### src/rtl/fp_dot_product_unit_if.sv
// Operand-pair input stream and result output stream of the dot-product engine.
// Pure wiring bundle, no latency.
// Backpressure: in_ready / out_ready travel on the same bundle as the data.
interface fp_dot_product_unit_if;
  logic        in_valid;
  logic        in_ready;
  logic [31:0] in_a;
  logic [31:0] in_b;
  logic        out_valid;
  logic        out_ready;
  logic [31:0] out_result;
  logic        out_overflow;

  modport master (
    output in_valid, in_a, in_b, out_ready,
    input  in_ready, out_valid, out_result, out_overflow
  );

  modport slave (
    input  in_valid, in_a, in_b, out_ready,
    output in_ready, out_valid, out_result, out_overflow
  );
endinterface

### src/rtl/fp_dot_product_unit.sv
// Sequential IEEE-754 single dot product: multiply each pair, fold into a running sum.
// Latency: result valid one edge after the LEN-th accepted pair; period LEN+2 cycles.
// Backpressure: in_ready low while draining or holding; result held until out_ready.

// Combinational single-precision multiplier. Zero/denormal inputs give +0,
// inf/NaN inputs give signed inf, mantissa is truncated. overflow flags a
// finite product whose exponent exceeds the representable range.
module floating_point_multiplier (
  input  logic [31:0] a,
  input  logic [31:0] b,
  output logic [31:0] result,
  output logic        overflow
);
  logic [47:0]        p;
  logic signed [9:0]  e;
  logic [22:0]        m;

  // Mantissa product, exponent sum and normalisation by at most one place
  always_comb begin
    result   = '0;
    overflow = 1'b0;
    p        = '0;
    e        = '0;
    m        = '0;
    if (a[30:23] == 8'hFF || b[30:23] == 8'hFF) begin
      result = {a[31] ^ b[31], 8'hFF, 23'd0};
    end else if (a[30:23] != 8'd0 && b[30:23] != 8'd0) begin
      p = 48'({1'b1, a[22:0]}) * 48'({1'b1, b[22:0]});
      e = 10'(a[30:23]) + 10'(b[30:23]) - 10'd127 + {9'd0, p[47]};
      m = 23'(p >> (p[47] ? 6'd24 : 6'd23));
      if (e >= 10'sd255) begin
        result   = {a[31] ^ b[31], 8'hFF, 23'd0};
        overflow = 1'b1;
      end else if (e > 10'sd0) begin
        result = {a[31] ^ b[31], e[7:0], m};
      end
    end
  end
endmodule

// Combinational single-precision adder. A zero/denormal operand passes the
// other through, inf/NaN passes through, exact cancellation gives +0, the
// smaller operand is truncated on alignment. overflow flags a finite sum
// that rounds past the largest exponent.
module floating_point_adder (
  input  logic [31:0] a,
  input  logic [31:0] b,
  output logic [31:0] result,
  output logic        overflow
);
  logic [31:0]        big;
  logic [31:0]        sml;
  logic [7:0]         d;
  logic [24:0]        mbig;
  logic [24:0]        msml;
  logic [24:0]        sum;
  logic signed [9:0]  e;
  int                 lz;

  // Align to the larger magnitude, add or subtract, then renormalise
  always_comb begin
    result   = '0;
    overflow = 1'b0;
    big      = a;
    sml      = b;
    d        = '0;
    mbig     = '0;
    msml     = '0;
    sum      = '0;
    e        = '0;
    lz       = 0;
    if (a[30:23] == 8'hFF) begin
      result = a;
    end else if (b[30:23] == 8'hFF) begin
      result = b;
    end else if (a[30:23] == 8'd0) begin
      result = b;
    end else if (b[30:23] == 8'd0) begin
      result = a;
    end else begin
      if (b[30:0] > a[30:0]) begin
        big = b;
        sml = a;
      end
      d    = big[30:23] - sml[30:23];
      mbig = {2'b01, big[22:0]};
      msml = (d > 8'd24) ? 25'd0 : ({2'b01, sml[22:0]} >> d);
      e    = 10'(big[30:23]);
      if (big[31] == sml[31]) begin
        sum = mbig + msml;
        if (sum[24]) begin
          sum = sum >> 1;
          e   = e + 10'sd1;
        end
      end else begin
        sum = mbig - msml;
      end
      if (sum != 25'd0) begin
        for (int i = 0; i < 24; i++) begin
          if (sum[i]) lz = 23 - i;
        end
        sum = sum << lz;
        e   = e - 10'(lz);
        if (e >= 10'sd255) begin
          result   = {big[31], 8'hFF, 23'd0};
          overflow = 1'b1;
        end else if (e > 10'sd0) begin
          result = {big[31], e[7:0], sum[22:0]};
        end
      end
    end
  end
endmodule

module fp_dot_product_unit #(
  parameter int LEN   = 4,
  parameter int CNT_W = 8
) (
  input  logic                 clk,
  input  logic                 rst,
  fp_dot_product_unit_if.slave bus,
  output logic                 busy
);
  typedef enum logic [1:0] {ACCEPT, DRAIN, HOLD} state_t;

  localparam logic [CNT_W-1:0] LAST = CNT_W'(LEN - 1);

  state_t           state;
  state_t           state_nxt;
  logic [CNT_W-1:0] count;
  logic [31:0]      prod_reg;
  logic             prod_ovf;
  logic             prod_vld;
  logic [31:0]      acc;
  logic             ovf;
  logic [31:0]      mul_res;
  logic             mul_ovf;
  logic [31:0]      add_res;
  logic             add_ovf;
  logic             accept;
  logic             out_fire;

  floating_point_multiplier u_mul (.a(bus.in_a), .b(bus.in_b), .result(mul_res), .overflow(mul_ovf));
  floating_point_adder      u_add (.a(acc), .b(prod_reg), .result(add_res), .overflow(add_ovf));

  // in_ready is gated by rst so nothing is taken while reset is held
  assign bus.in_ready     = (state == ACCEPT) & ~rst;
  assign bus.out_valid    = (state == HOLD);
  assign bus.out_result   = acc;
  assign bus.out_overflow = ovf;
  assign accept           = bus.in_valid & bus.in_ready;
  assign out_fire         = bus.out_valid & bus.out_ready;
  assign busy             = (state != ACCEPT) | (count != '0) | prod_vld;

  // Next state: collect LEN pairs, one drain edge for the last product, hold result
  always_comb begin
    state_nxt = state;
    case (state)
      ACCEPT:  if (accept && count == LAST) state_nxt = DRAIN;
      DRAIN:   state_nxt = HOLD;
      HOLD:    if (out_fire) state_nxt = ACCEPT;
      default: state_nxt = ACCEPT;
    endcase
  end

  // State register
  always_ff @(posedge clk or posedge rst) begin
    if (rst) state <= ACCEPT;
    else     state <= state_nxt;
  end

  // Element counter and product register stage
  always_ff @(posedge clk or posedge rst) begin
    if (rst) begin
      count    <= '0;
      prod_reg <= '0;
      prod_ovf <= 1'b0;
      prod_vld <= 1'b0;
    end else begin
      prod_vld <= accept;
      if (accept) begin
        count    <= (count == LAST) ? '0 : count + 1'b1;
        prod_reg <= mul_res;
        prod_ovf <= mul_ovf;
      end
    end
  end

  // Accumulator and sticky overflow; cleared when the held result is taken
  always_ff @(posedge clk or posedge rst) begin
    if (rst) begin
      acc <= '0;
      ovf <= 1'b0;
    end else if (out_fire) begin
      acc <= '0;
      ovf <= 1'b0;
    end else if (prod_vld) begin
      acc <= add_res;
      ovf <= ovf | prod_ovf | add_ovf;
    end
  end
endmodule

### src/flat_wrapper.sv
// flat-port wrapper written by rule: the top's interface ports become plain ports
module fp_dot_product_unit_flat 
#(
  parameter int LEN   = 4,
  parameter int CNT_W = 8
)
  (clk, rst, busy, bus_in_valid, bus_in_a, bus_in_b, bus_out_ready, bus_in_ready, bus_out_valid, bus_out_result, bus_out_overflow);
  fp_dot_product_unit_if bus_i ();
  input  logic clk;
  input  logic rst;
  output logic busy;
  input wire logic [$bits(bus_i.in_valid)-1:0] bus_in_valid;
  input wire logic [$bits(bus_i.in_a)-1:0] bus_in_a;
  input wire logic [$bits(bus_i.in_b)-1:0] bus_in_b;
  input wire logic [$bits(bus_i.out_ready)-1:0] bus_out_ready;
  output wire logic [$bits(bus_i.in_ready)-1:0] bus_in_ready;
  output wire logic [$bits(bus_i.out_valid)-1:0] bus_out_valid;
  output wire logic [$bits(bus_i.out_result)-1:0] bus_out_result;
  output wire logic [$bits(bus_i.out_overflow)-1:0] bus_out_overflow;
  assign bus_i.in_valid = bus_in_valid;
  assign bus_i.in_a = bus_in_a;
  assign bus_i.in_b = bus_in_b;
  assign bus_i.out_ready = bus_out_ready;
  assign bus_in_ready = bus_i.in_ready;
  assign bus_out_valid = bus_i.out_valid;
  assign bus_out_result = bus_i.out_result;
  assign bus_out_overflow = bus_i.out_overflow;
  fp_dot_product_unit #(.LEN(LEN), .CNT_W(CNT_W)) u_core (.clk(clk), .rst(rst), .bus(bus_i), .busy(busy));
endmodule
### config.mk
export PLATFORM = sky130hd
export DESIGN_NAME = fp_dot_product_unit_flat
export DESIGN_NICKNAME = d
export VERILOG_FILES = /design/src/rtl/fp_dot_product_unit_if.sv /design/src/rtl/fp_dot_product_unit.sv /design/src/flat_wrapper.sv
export SDC_FILE = /design/constraint.sdc
export NUM_CORES = 2
export LEC_CHECK = 0
export BUFFER_PORTS_ARGS = -buffer_cell sky130_fd_sc_hd__buf_2
export CAP_MARGIN = 10
export CORE_ASPECT_RATIO = 1.5
export CORE_MARGIN = 1
export CORE_UTILIZATION = 55
export DETAILED_ROUTE_END_ITERATION = 7
export PLACE_DENSITY_LB_ADDON = 0.08
export SLEW_MARGIN = 10
export SYNTH_ARGS = -nofsm -noshare
export SYNTH_HDL_FRONTEND = slang
export SYNTH_HIERARCHICAL = 1
export SYNTH_SLANG_ARGS = --single-unit
### constraint.sdc
create_clock -name clk -period 32.5 [get_ports clk]
set_clock_uncertainty 0.2 [all_clocks]
set_input_delay 3.25 -clock clk [delete_from_list [all_inputs] [get_ports clk]]
set_output_delay 3.25 -clock clk [all_outputs]
set_load 0.03 [all_outputs]
Word level (Yosys, flattened, before mapping)

Index checks and enable logic that the tools add are counted.

Register bits after elaboration: 77
Logic and storage cells: 142

$add $sub $neg: 9
Multipliers: 1
Order comparisons: 6
Eq/ne operators: 12
Shift operators: 3
Mux-type cells: 81
Bitwise operators: 9
Reductions and logical operators: 14

Operators with widths:

| operator                                              | count |
|---|---|
| two-way mux 32 bit                                    | 51 |
| two-way mux 25 bit                                    | 6 |
| multiplier 24 x 24 -> 48 bit                          | 1 |
| >> shifter 48 x 5 -> 23 bit                           | 1 |
| two-way mux 10 bit                                    | 4 |
| equality test 8 bit (second input constant)           | 4 |
| left shift 25 x 32 -> 23 bit                          | 1 |
| > comparator 31 bit                                   | 1 |
| adder 24 x 25 -> 25 bit                               | 1 |
| nonzero test 25 bit                                   | 1 |
| >> shifter 24 x 8 -> 25 bit                           | 1 |
| subtractor 24 x 25 -> 25 bit                          | 1 |
| two-way mux 24 bit                                    | 1 |
| nonzero test 8 bit                                    | 3 |
| >= comparator 10 x 9 -> 1 bit (second input constant) | 2 |
| > comparator 10 x 1 -> 1 bit (second input constant)  | 2 |
| two-way mux 9 bit                                     | 2 |
| zero test 8 bit                                       | 2 |
| two-way mux 1 bit                                     | 11 |
| adder 10 x 1 -> 10 bit                                | 1 |
| subtractor 10 bit                                     | 1 |
| subtractor 9 x 7 -> 10 bit (second input constant)    | 1 |
| adder 8 x 1 -> 9 bit (second input constant)          | 1 |
| adder 8 x 8 -> 9 bit                                  | 1 |
| other kinds (25)                                      | 34 |

Depth between registers and ports, before layout

Depth after elaboration: 56
Mapped depth: 68

Modules after synthesis

Netlist, hierarchy kept.

By module, submodules not included:

| module                    | times used | cells each | area an instance (sq um) | seq. area each (sq um) |
|---|---|---|---|---|
| floating_point_multiplier | 1          | 2257       | 19292.3                  | 0.0 |
| floating_point_adder      | 1          | 1408       | 9170.0                   | 0.0 |
| fp_dot_product_unit       | 1          | 299        | 3101.7                   | 1926.8 |

Worst setup path before layout

No wires, ideal clock.

Kind: reg-to-reg
Start point: reg u_core.acc[26] (netlist: u_core/bus.out_result[26])
End point: reg u_core.acc[14] (netlist: u_core/bus.out_result[14])
Library setup time: 132 ps
Arrival time: 12976 ps
Required time: 32168 ps
Setup slack: 19192 ps
Stages on the path, launching flop included: 65
Buffers on the path: 13
Cell sequence: dfrtp_1 > clkbuf_1 > inv_1 > ha_1 > buf_2 > nand3_1 > nor4_4 > nand2_1 > a22oi_1 > buf_6 > buf_2 > clkbuf_1 > buf_1 > clkbuf_1 > mux2_2 > ha_1 > nor2_1 > nor2b_1 > (+29 left out) > o21ai_0 > nand2b_1 > a21o_1 > a21o_1 > nor3_1 > xnor2_1 > nor3_1 > a32oi_1 > xor2_1 > o31ai_2 > nor4b_1 > clkbuf_1 > nand2_1 > o22ai_1 > o31a_1 > nand3b_1 > mux2i_1 > nor2_1

Longest elaborated chain between the ends: 56
Elaborated cells on any way between the ends: 79

RTL lines:

| item                                                                              | line                       | text |
|---|---|---|
| start, declared                                                                   | fp_dot_product_unit.sv:134 | `logic [31:0] acc;` |
| start signal, assigned                                                            | fp_dot_product_unit.sv:198 | `acc <= add_res;` |
| > comparator 31 bit                                                               | fp_dot_product_unit.sv:81  | `if (b[30:0] > a[30:0]) begin` |
| two-way mux 32 bit                                                                | fp_dot_product_unit.sv:81  |  |
| two-way mux 32 bit                                                                | fp_dot_product_unit.sv:78  | `end else if (b[30:23] == 8'd0) begin` |
| two-way mux 32 bit                                                                | fp_dot_product_unit.sv:76  | `end else if (a[30:23] == 8'd0) begin` |
| two-way mux 32 bit                                                                | fp_dot_product_unit.sv:74  | `end else if (b[30:23] == 8'hFF) begin` |
| two-way mux 32 bit                                                                | fp_dot_product_unit.sv:72  | `if (a[30:23] == 8'hFF) begin` |
| subtractor 8 bit                                                                  | fp_dot_product_unit.sv:85  | `d = big[30:23] - sml[30:23];` |
| >> shifter 24 x 8 -> 25 bit / > comparator 8 x 5 -> 1 bit (equally long branches) | fp_dot_product_unit.sv:87  | `msml = (d > 8'd24) ? 25'd0 : ({2'b01, sml[22:0]} >> d);` |
| (+41 left out)                                                                    | n/a                        |  |
| two-way mux 32 bit                                                                | fp_dot_product_unit.sv:98  | `if (sum != 25'd0) begin` |
| two-way mux 32 bit                                                                | fp_dot_product_unit.sv:78  |  |
| two-way mux 32 bit *                                                              | fp_dot_product_unit.sv:76  |  |
| two-way mux 32 bit *                                                              | fp_dot_product_unit.sv:74  |  |
| two-way mux 32 bit *                                                              | fp_dot_product_unit.sv:72  |  |
| net u_core.add_res[14]                                                            | fp_dot_product_unit.sv:138 | `logic [31:0] add_res;` |
| two-way mux 32 bit *                                                              | fp_dot_product_unit.sv:197 | `end else if (prod_vld) begin` |
| two-way mux 32 bit *                                                              | fp_dot_product_unit.sv:194 | `end else if (out_fire) begin` |

Mark *: on every way through the listed nets, which the timed path passes. The rest lies on a longest branch. The select of a mux whose other input is x is not followed.
A chain may end at the register's enable or synchronous reset.

Worst setup path in the final report

Start point: reg u_core.acc[26] (netlist: u_core/bus.out_result[26])
End point: reg u_core.acc[21] (netlist: u_core/bus.out_result[21])

Same word-level chain as after synthesis.

==> metrics.cfg <==
[status]
status = completed

[yosys]
ys.flop_type = dfrtp_1
synthTopCellsByArea = fa_1, ha_1, inv_1
synth_cells = 3964
synthMuxAreaShare = 0.0474
yosysTopAreaCell = fa_1
synthAdderAreaFrac = 0.415
async_reset_ff_frac = 1.00
yosysSeqAreaShare = 0.0610
synth_edf_count = 0
postSynthAreaPerCell_um2 = 7.96
yosys.area_share.simple = 0.204
synth-seq-cells = 77
ys_types = 107
synth_top_family_by_area = adder cells
synth_area_mm2 = 0.0316
synth_top_area_share = 0.308
synth_nets = 4788
ys.warnings.count = 6
synth_compound_area_frac = 0.137
synth_xor_area_frac = 0.0286

[sta]
hold_viol = 0
fin_crit_sh = 0.449
max_freq_mhz = 68.6
relSlewSlack = 0.151
final_max_slew_viol_count = 0
setup_tns_ns = 0
rsz0062_at_grt = false
fin_crit_ns = 14.58
tightest_slew_ns = 1.26
finalSetupViolCount = 0

[finish]
register_area_mm2 = 0.00193
area_growth_pct = 3.52
multi_input_area_mm2 = 0.0263
drive_above_1_share = 0.0612
fillerInstances = 5657
post_layout_nonfiller_instances = 4671
finalNetCount = 4726

[detailed_routing]
avgViaCountPerCell = 5.95
drc = 0
dr.pass1.iters = 6
drt_wl_total_um = 106000
top_layer = met4
dr_wl_met2_um = 53000
vias = 27800
wl_met1_um = 38000
drtIter0Drc = 1627
wl_per_cell_um = 22.6
ant_nets = 0
route.met3.wl_um = 5090

[global_route]
grt_pass1_vias = 28700
grt_pass1_wl_um = 161000
grt_max_degree = 91
overflow = 0
grt_use_total = 0.365
antenna_found_initial = 2

[clock_network]
cts_hold_buf = 0
cts_setup_buffers = 0
root_buffer = clkbuf_16
cts-htree-levels = 3
cts.sinks = 77
path_clk_slew_ns = 0.07
cts_tree = yes
clockBufferDepth = 2
cts_buffers = 9
insertion_delay_ns = 0.35
ctsResizeCount = 0

[worst_setup_path]
worstPathArrival_ns = 14.66
crit_path_max_incr_delay_ns = 0.89
cp_slowest_cell = nor2_1
critical_path_class = reg -> reg
cp-end-kind = flip-flop
cp_max_fo = 15
crit_buf_inv = 2
startpoint_type = flip-flop
critPathTopFamily = simple AND/OR/NAND/NOR gates
required_ns = 32.58
crit_top_cell = nor2_1

[worst_hold_path]
hp-class = reg -> reg

[die]
initial_core_util = 0.556
die_x_um = 198
pin_count = 104
die_h_um = 295
rows = 107
dieArea_mm2 = 0.0584
core_area_mm2 = 0.0568

[job]
maxCapViolations = 0

[place]
port_buffers = 103
gp_congestion = 0.996
dp.cells = 4654
hpwl_um = 83600

-- cell usage after synthesis, types with 8 or more instances --
cell	instances
a211o_1	9
a211oi_1	23
a21o_1	37
a21oi_1	206
a221oi_1	11
a22oi_1	24
a31oi_1	13
and2_1	223
and3_1	15
buf_1	11
buf_2	23
clkbuf_1	154
dfrtp_1	77
fa_1	485
ha_1	271
inv_1	666
mux2_2	38
mux2i_1	104
nand2_1	589
nand2b_1	27
nand3_1	48
nand3b_1	10
nand4_1	38
nor2_1	228
nor2b_1	36
nor3_1	56
nor4_1	14
o211a_1	8
o211ai_1	30
o21a_1	24
o21ai_0	125
o21ai_1	17
o21bai_1	17
o221ai_1	13
o22ai_1	16
o31ai_1	16
or2_2	13
or3_1	17
or4_1	11
xnor2_1	57
xor2_1	36
-- layout make-up --
| class | count | area share |
|---|---|---|
| clock buffers | 12 | 0.00785 |
| diodes | 1 | 0.0000766 |
| well taps | 763 | 0.0292 |
| repair buffers | 127 | 0.0213 |
| clock inverters | 4 | 0.000919 |
| inverters | 672 | 0.0773 |
| flip-flops and latches | 77 | 0.0590 |
| multi-input cells | 3015 | 0.804 |
-- cells in the final DEF, fill, tap and decap left out, types with 10 or more instances in the layout --
cell and instances:
nor4_1 14, a21o_1 37, xnor2_1 56, nor3_1 56, o211ai_1 30, buf_2 103, xor2_1 35, a31oi_1 13
or2_2 13, mux2_2 38, nor2b_1 36, and3_1 15, fa_1 485, buf_4 24, dfrtp_1 76, and2_1 223
mux2i_1 104, o221ai_1 13, nand4_1 38, o21a_1 24, a221oi_1 11, o31ai_1 16, o21ai_0 125, or3_1 17
o22ai_1 16, o21bai_1 17, o21ai_1 17, nand2b_1 27, nand3b_1 10, nand2_1 589, nand3_1 48, a21oi_1 206
nor2_1 228, or4_1 11, ha_1 271, inv_1 665, a211oi_1 23, a22oi_1 23
-- worst reg2reg max path, delay by kind of cell (launching register included) --
| kind | cells | cell delay, ns |
|---|---|---|
| buf+inv | 2 | 0.33 |
| mux | 3 | 0.60 |
| compound gates | 17 | 4.33 |
| xor+xnor | 3 | 0.79 |
| flops | 1 | 0.55 |
| simple gates | 18 | 5.94 |
| fa+ha+maj | 4 | 1.77 |
-- stage by stage --
step / util / hold slack (ns) / setup slack (ns) / cell area, µm²
2_1_floorplan: - / 0.234 / 19.19 / 31600
4_1_cts: 0.576 / 0.268 / 18.22 / 32700
6_report: 0.576 / 0.267 / 17.92 / 32700
3_5_place_dp: 0.571 / 0.259 / 17.86 / 32400
5_1_grt: 0.576 / 0.280 / 16.99 / 32700
3_3_place_gp: 0.571 / 0.251 / 17.98 / 32400
-- path summary, 6_finish.rpt --
| check | from | to | slack (ns) | depth (start not counted) |
|---|---|---|---|---|
| setup / recovery | u_core/bus.out_result[26] | u_core/bus.out_result[21] | 17.92 | 47 |
| max in group asynchronous | rst | u_core/bus.out_result[2] | 28.25 | 3 |
| setup reg to reg | u_core/bus.out_result[26] | u_core/bus.out_result[21] | 17.92 | 47 |
| hold reg to reg | u_core/count[7] | u_core/count[7] | 0.27 | 1 |
| min in group asynchronous | rst | u_core/prod_reg[26] | 2.78 | 2 |
| hold / removal | u_core/count[7] | u_core/count[7] | 0.27 | 1 |
-- logic make-up (layout without fill, tap and decap cells) --
logic type	after synthesis	after routing
flops	77	77
compound gates	663	663
other cells	0	1
xor+xnor	97	97
buf+inv	872	815
fa+ha+maj	756	756
simple gates	1355	1355
mux	144	144
-- layer usage --
layer  track usage  up-vias
li1              -    12700
met1         0.395    13700
met2         0.658     1101
met3        0.0295      370
met4         0.281        0
met5             0        -
Power is not shown: default switching activity piles up to over one toggle a cycle in this logic, so the estimate is an artifact.
